`config.mk`:
```
export PLATFORM = sky130hd
export DESIGN_NAME = quiz_round_ctrl
export DESIGN_NICKNAME = d
export VERILOG_FILES = /design/src/rtl/quiz_round_ctrl.sv
export SDC_FILE = /design/constraint.sdc
export NUM_CORES = 1
export LEC_CHECK = 0
export CAP_MARGIN = 20
export CORE_MARGIN = 10
export CORE_UTILIZATION = 30
export CTS_BUF_LIST = sky130_fd_sc_hd__clkbuf_4 sky130_fd_sc_hd__clkbuf_8
export DETAILED_ROUTE_END_ITERATION = 10
export GPL_TIMING_DRIVEN = 0
export SLEW_MARGIN = 20
export SYNTH_ARGS = -nofsm -noshare
export SYNTH_HDL_FRONTEND = slang
export SYNTH_SLANG_ARGS = --single-unit
export TNS_END_PERCENT = 30
```
`constraint.sdc`:
```
create_clock -name CLK -period 5.2 [get_ports CLK]
set_clock_uncertainty 0.2 [all_clocks]
set_input_delay 1.04 -clock CLK [delete_from_list [all_inputs] [get_ports CLK]]
set_output_delay 1.04 -clock CLK [all_outputs]
set_load 0.01 [all_outputs]
```
`src/rtl/quiz_round_ctrl.sv`:
```
// quiz_round_ctrl: round sequencer for the factorization game.
// Draws two operand digits (2..9) from the random-digit source, shows their
// product, collects a two-digit factor answer under a per-round countdown,
// scores it and repeats for ROUNDS rounds.
//
// Optional feature: define QUIZ_TIME_BONUS_EN to award 2 points instead of 1
// for a correct answer given with more than half the round time left.
module quiz_round_ctrl #(
  parameter int unsigned TICK_DIV  = 50_000_000,
  parameter int unsigned ROUND_SEC = 9,
  parameter int unsigned ROUNDS    = 5
) (
  input  logic       CLK,
  input  logic       RST,
  input  logic       start,
  input  logic [3:0] rnd_num,
  output logic       rnd_run,
  input  logic [3:0] ans_digit,
  input  logic       ans_valid,
  output logic [6:0] product,
  output logic [3:0] time_left,
  output logic [3:0] score,
  output logic [3:0] round_no,
  output logic       busy,
  output logic       correct,
  output logic       wrong,
  output logic       timeout,
  output logic       done
);

  localparam int unsigned DIV_W = (TICK_DIV > 1) ? $clog2(TICK_DIV) : 1;
  localparam logic [DIV_W-1:0] DIV_LAST = DIV_W'(TICK_DIV - 1);
  localparam logic [3:0] SEC_LOAD   = 4'(ROUND_SEC);
  localparam logic [3:0] LAST_ROUND = 4'(ROUNDS);
`ifdef QUIZ_TIME_BONUS_EN
  localparam logic [3:0] HALF_SEC   = 4'(ROUND_SEC / 2);
`endif

  typedef enum logic [3:0] {
    StIdle,
    StDrawA,
    StWaitA,
    StDrawB,
    StWaitB,
    StShow,
    StAns1,
    StAns2,
    StJudge,
    StDone
  } state_e;

  state_e           state;
  logic [3:0]       op_a;
  logic [3:0]       op_b;
  logic [3:0]       f1;
  logic [DIV_W-1:0] div_cnt;

  logic             in_answer;
  logic             tick;
  logic             digit_ok;
  logic [7:0]       factor_prod;
  logic             answer_match;
  logic [4:0]       score_inc;
  logic [4:0]       score_sum;
  logic [3:0]       score_next;

  // Countdown tick, operand range check and answer scoring helpers.
  always_comb begin
    in_answer    = (state == StAns1) || (state == StAns2);
    tick         = in_answer && (div_cnt == DIV_LAST);
    digit_ok     = (rnd_num >= 4'd2) && (rnd_num <= 4'd9);
    // The second factor is consumed on the edge it is strobed, so it is
    // taken straight from ans_digit rather than from a register.
    factor_prod  = 8'(f1) * 8'(ans_digit);
    answer_match = (factor_prod == {1'b0, product});
`ifdef QUIZ_TIME_BONUS_EN
    score_inc    = (time_left > HALF_SEC) ? 5'd2 : 5'd1;
`else
    score_inc    = 5'd1;
`endif
    score_sum    = {1'b0, score} + score_inc;
    score_next   = (score_sum > 5'd15) ? 4'd15 : score_sum[3:0];
  end

  // Round sequencer with all outputs registered.
  always_ff @(posedge CLK or posedge RST) begin
    if (RST) begin
      state     <= StIdle;
      op_a      <= 4'd0;
      op_b      <= 4'd0;
      f1        <= 4'd0;
      div_cnt   <= '0;
      product   <= 7'd0;
      time_left <= 4'd0;
      score     <= 4'd0;
      round_no  <= 4'd0;
      rnd_run   <= 1'b0;
      busy      <= 1'b0;
      correct   <= 1'b0;
      wrong     <= 1'b0;
      timeout   <= 1'b0;
      done      <= 1'b0;
    end else begin
      // Pulse outputs default low; each is raised for a single cycle below.
      rnd_run <= 1'b0;
      correct <= 1'b0;
      wrong   <= 1'b0;
      timeout <= 1'b0;

      case (state)
        StIdle, StDone: begin
          if (start) begin
            state    <= StDrawA;
            rnd_run  <= 1'b1;
            score    <= 4'd0;
            round_no <= 4'd1;
            busy     <= 1'b1;
            done     <= 1'b0;
          end
        end

        StDrawA: state <= StWaitA;

        StWaitA: begin
          op_a    <= rnd_num;
          rnd_run <= 1'b1;
          state   <= digit_ok ? StDrawB : StDrawA;
        end

        StDrawB: state <= StWaitB;

        StWaitB: begin
          op_b <= rnd_num;
          if (digit_ok) begin
            state <= StShow;
          end else begin
            state   <= StDrawB;
            rnd_run <= 1'b1;
          end
        end

        StShow: begin
          product   <= 7'(op_a) * 7'(op_b);
          time_left <= SEC_LOAD;
          div_cnt   <= '0;
          state     <= StAns1;
        end

        StAns1: begin
          div_cnt <= tick ? '0 : div_cnt + 1'b1;
          if (tick && (time_left <= 4'd1)) begin
            time_left <= 4'd0;
            timeout   <= 1'b1;
            state     <= StJudge;
          end else begin
            if (tick) begin
              time_left <= time_left - 1'b1;
            end
            if (ans_valid) begin
              f1    <= ans_digit;
              state <= StAns2;
            end
          end
        end

        StAns2: begin
          div_cnt <= tick ? '0 : div_cnt + 1'b1;
          // A strobe on the final tick wins: judge it, leave time_left alone.
          if (ans_valid) begin
            state <= StJudge;
            if (answer_match) begin
              correct <= 1'b1;
              score   <= score_next;
            end else begin
              wrong <= 1'b1;
            end
          end else if (tick) begin
            if (time_left <= 4'd1) begin
              time_left <= 4'd0;
              timeout   <= 1'b1;
              state     <= StJudge;
            end else begin
              time_left <= time_left - 1'b1;
            end
          end
        end

        StJudge: begin
          if (round_no == LAST_ROUND) begin
            state <= StDone;
            busy  <= 1'b0;
            done  <= 1'b1;
          end else begin
            round_no <= round_no + 1'b1;
            rnd_run  <= 1'b1;
            state    <= StDrawA;
          end
        end

        default: begin
          state <= StIdle;
          busy  <= 1'b0;
          done  <= 1'b0;
        end
      endcase
    end
  end

endmodule

```
* Yosys cells after proc, flatten, opt, wreduce, memory -nomap -nowiden
Index checks and enable logic that the tools add are counted.
W data, S select, Z words.
** Word-level totals
- Flip-flop bits (word level) :: 67
- Memory bits (writable) :: 0
- Input port bits :: 12
- ROM bits :: 0
- Output and inout bits :: 25
- Bits in latches :: 0
- Memories kept :: 0
- Word-level logic and storage cells :: 114
** Cells by class
- Bitwise operators :: 2
- Multiplexer cells :: 46
- Shift operators :: 0
- Equal/unequal tests :: 23
- $lt $le $gt $ge :: 4
- Reduce and logical (&&, ||, !) cells :: 18
- $mul :: 2
- Add/subtract/negate cells :: 4
- Divide/modulo/power cells :: 0
** Operator list (number)
- $mux W4 :: 17
- $pmux W26 S2 :: 1
- $pmux W4 S9 :: 1
- $add A26 B1 Y26 const B :: 1
- $eq A26 B26 Y1 const B :: 1
- $mux W26 :: 1
- $eq A4 B3 Y1 const B :: 5
- $mux W1 :: 17
- $pmux W4 S2 :: 2
- $ne A2 B2 Y1 const B :: 7
- $pmux W4 S3 :: 1
- $reduce_and A4 Y1 :: 3
- $ne A3 B2 Y1 const B :: 3
- $reduce_and A3 Y1 :: 3
- $eq A4 B2 Y1 const B :: 2
- $eq A4 B4 Y1 const B :: 2
- $eq A8 B7 Y1 :: 1
- $mul A4 B4 Y8 :: 1
- $mul A4 B4 Y7 :: 1
- $reduce_or A7 Y1 :: 1
- $pmux W1 S3 :: 2
- $reduce_bool A2 Y1 :: 3
- $add A4 B1 Y5 const B :: 1
- $gt A5 B4 Y1 const B :: 1
- 17 further kinds :: 21

* Logic depth before layout (Yosys ltp)
- Depth in word-level cells :: 6
- Gate-level depth with buffers :: 12
- Depth with buffers taken out :: 12

* Least setup slack after synthesis
OpenSTA, ideal clock, no wires.
- Kind :: input to register
- Start point :: input port ans_digit[3]
- End point :: register score[2]
- Data required time :: 4881 ps
- Arrival time :: 3887 ps
- Setup time :: 119 ps
- Path slack :: 994 ps
- Buffers on the path :: 0
- Stages :: 11
- Cell sequence :: nand2_1 fa_1 fa_1 inv_1 ha_1 a21o_1 a21oi_1 mux2i_1 o2111ai_1 o41a_1 o21a_1
** Between the ends
- Longest elaborated chain between the ends :: 4
** Ends and longest elaborated chain
- from (decl) :: RTL line 18 : input logic [3:0] ans_digit,
- $mul A4 B4 Y8 :: RTL line 74 : factor_prod = 8'(f1) * 8'(ans_digit);
- $eq A8 B7 Y1 :: RTL line 75 : answer_match = (factor_prod == {1'b0, product});
- $ne A2 B2 Y1 (no source line)
- $reduce_and A4 Y1 (no source line)
- to (signal assigned) :: RTL line 173 : score <= score_next;
- to (decl) :: RTL line 22 : output logic [3:0] score,
No other way between the ends.
A chain may end at the register's enable or synchronous reset.

* Final worst setup path
- Start point :: input port ans_digit[3]
- End point :: register score[1]
Same word-level chain as after synthesis.

==> results.yml <==
setup_path:
  reg2reg_from: "f1[0]"
  endpoint_kind: "flip-flop"
  arrival_ps: 4900
  rrSetupSlack_ps: 1230
  setup.worst_path.end: "score[1]"
  required_ps: 5270
  worstSetupStartpoint: "ans_digit[3]"
  path_max_fanout: 6
  path_cells: "clkdlybuf4s50_1 -> nand2_1 -> fa_1 -> fa_1 -> inv_1 -> ha_1 -> a21o_1 -> a21oi_1 -> mux2i_1 -> o2111ai_1 -> nor3_1 -> mux2i_1"
  reg2regPathDepth: 11
  reg2reg_to: "score[1]"
  crit_slowest_cell: "fa_1"
  worstSetupPathType: "in2reg"
  cp-start-kind: "input pin"
  slowest_delay_ps: 620
placement:
  portBuffers: 36
  dp_hpwl_um: 8060
  post-place-ws_ps: 12.3
  post_dp_cell_area_mm2: 0.00506
  gp_congestion: 0.867
pwr:
  ir_drop_mv: 0.206
  power.leakage_nw: 2.28
  cellPowerDensity_mw_per_mm2: 473
final_layout:
  antenna_cells: 0
  drive_gt1_share_pct: 9.01
  final_area_mm2: 0.00526
  nNetsFinal: 588
  final_util_pct: 36.2
  syn_to_final_growth_pct: 18.4
  num-fill-cells: 1512
synth:
  synthCells: 491
  synth_edf_count: 0
  avgSynthCellArea_um2: 9.04
  ys_ff_latch: 67
  syn-num-nets: 540
  synth_ff_type: "dfrtp_1"
  synth.distinct_cells: 55
  syn_area_mm2: 0.00444
  ys_seq_area_share_pct: 37.8
  synthArstFlopShare_pct: 100
  yosys_warnings: 0
global_routing:
  antenna_found_initial: 0
  grtUsageTotal_pct: 11.0
  grt_max_degree: 48
  grt_pass1_wl_um: 18500
  grt_pass1_vias: 3747
  overflow: 0
floorplanning:
  pin_count: 37
  fp.dieH_um: 142
  fp.dieW_um: 142
  die-area_mm2: 0.0201
  initial_core_util_pct: 30.5
  core_mm2: 0.0145
  row_count: 44
drt:
  drt-vias-per-instance: 5.10
  drt_iter0_drc: 266
  wire_per_inst_um: 14.7
  drc: 0
  vias: 3712
  routed_wl_um: 10700
  drtAntennaViolNets: 0
  drt_pass1_iterations: 4
clocking:
  clkSlewWorstSetupHoldPaths_ps: 70
  ctsHoldBuffers: 0
  ctsResizeCount: 0
  cts_tree: "done"
  clock-sinks: 67
  clock_path_buffers: 2
  htreeDepth: 3
  cts_buffers: 9
  post_cts_buffers: 0
  cts-root-buf: "clkbuf_8"
  clk_latency_ps: 340
timing:
  final.setup.tns_ps: 0
  fin_crit_sh_pct: 92.9
  slew_viol_final: 0
  worstMarginPinSlew_ps: 810
  finalHoldViolations: 0
  rsz0062_at_grt: "no"
  setup_ws_ps: 367
  fmax_ghz: 0.207
  relSlewSlack_pct: 45.8
  fin_crit_ps: 4830
  setup_violations: 0
hold_path:
  hold_path.class: "reg2reg"
  hold_depth: 1
outcome:
  status: "complete, no violations"
run:
  drv_cap: 0
## cell families after synthesis
family	count (synthesis)	share of synthesized area (%)
flops	67	37.8
buf+inv	39	3.61
compound gates	100	13.2
simple gates	206	24.2
fa+ha+maj	37	11.8
mux	17	4.57
xor+xnor	25	4.93
## registers in the layout, indices dropped and copies added, names as in the netlist
| name | cells |
|---|---|
| busy | 1 |
| correct | 1 |
| div_cnt | 26 |
| done | 1 |
| f1 | 4 |
| op_a | 4 |
| op_b | 4 |
| product | 7 |
| rnd_run | 1 |
| round_no | 4 |
| score | 4 |
| state | 4 |
| time_left | 4 |
| timeout | 1 |
| wrong | 1 |
## worst min path at each step
stage                      from          end  slack, ps
finish              div_cnt[21]  div_cnt[21]        310
detailed placement         busy         busy        290
global route        div_cnt[25]  div_cnt[25]        340
CTS                 div_cnt[21]  div_cnt[21]        310
floorplan           div_cnt[14]  div_cnt[14]        250
global placement    div_cnt[14]  div_cnt[14]        270
## power breakdown
part / internal, mW / switching [mW] / total [mW]
logic: 0.570 / 0.686 / 1.26
clock network: 0.238 / 0.205 / 0.442
registers: 0.641 / 0.148 / 0.789
total: 1.45 / 1.04 / 2.49
## routing by layer
layer	global-route usage (%)	routed length [µm]	vias to the layer above
met1	15.1	5240	1798
met3	2.17	543	9
li1	-	-	1827
met4	4.09	129	0
met2	16.5	4790	78
met5	0	0	-
## worst max-delay path: cells and delay by family
kind,cells,cell delay (ps)
buffers and inverters,2,630
AOI/OAI and AO/OA,3,750
adders and majority gates,3,1420
muxes,2,470
and+or+nand+nor,2,590
## metrics by stage
stage	hold WS [ps]	instances	total power, mW
floorplan	253	491	1.68
detailed placement	290	712	2.06
finish	314	728	2.49
CTS	311	728	2.52
global placement	273	711	2.02
global route	340	728	2.74
## cell usage in the layout (no fill, tap or decap), drive strengths merged, types with 12 or more instances in the layout
cell type / count
and2: 19
nand3: 20
mux2: 14
a21oi: 19
inv: 25
xor2: 13
nor3: 15
ha: 29
clkdlybuf4s50: 36
o21ai: 48
clkbuf: 19
dfrtp: 67
nand4: 15
xnor2: 12
nor2: 31
a31oi: 13
nand2: 73
## Yosys cell counts, types with 2 or more instances
| master | count | share of area, % |
|---|---|---|
| nor2b_1 | 2 | 0.28 |
| nor3_1 | 13 | 1.5 |
| nand2b_1 | 3 | 0.42 |
| mux2i_1 | 3 | 0.68 |
| nand4_1 | 13 | 1.8 |
| fa_1 | 8 | 3.6 |
| mux2_2 | 10 | 2.5 |
| nor2_1 | 31 | 2.6 |
| mux2_4 | 4 | 1.4 |
| a21oi_1 | 19 | 2.1 |
| a31oi_1 | 13 | 1.8 |
| buf_2 | 5 | 0.56 |
| inv_1 | 25 | 2.1 |
| or3_1 | 2 | 0.28 |
| a22o_1 | 2 | 0.39 |
| nor4_1 | 2 | 0.28 |
| o21ai_1 | 3 | 0.34 |
| nor4b_1 | 2 | 0.39 |
| or2_2 | 2 | 0.28 |
| xnor2_1 | 12 | 2.4 |
| nand3_1 | 20 | 2.3 |
| o21ai_0 | 45 | 5.1 |
| xor2_1 | 13 | 2.6 |
| dfrtp_1 | 67 | 38 |
| ha_1 | 29 | 8.2 |
| and2_1 | 19 | 2.7 |
| a211oi_1 | 2 | 0.34 |
| a21o_1 | 4 | 0.68 |
| and3_1 | 4 | 0.56 |
| o31ai_1 | 4 | 0.68 |
| nand2_1 | 72 | 6.1 |
| nor4bb_1 | 2 | 0.45 |
| nand3b_1 | 4 | 0.68 |
| clkbuf_1 | 8 | 0.68 |
| nor3b_1 | 4 | 0.68 |
## cell type report
type                       count  area, µm²  share of cell area [%]
buffer                        14       66.3                    1.26
clock buffer                  11        145                    2.76
clock inverter                 5       52.6                    1.00
inverter                      25       96.3                    1.83
multi-input combinational    385       2600                    49.5
sequential                    67       1680                    31.9
tap                          184        230                    4.38
timing repair buffer          37        388                    7.38
(Power assumes the default switching activity.)
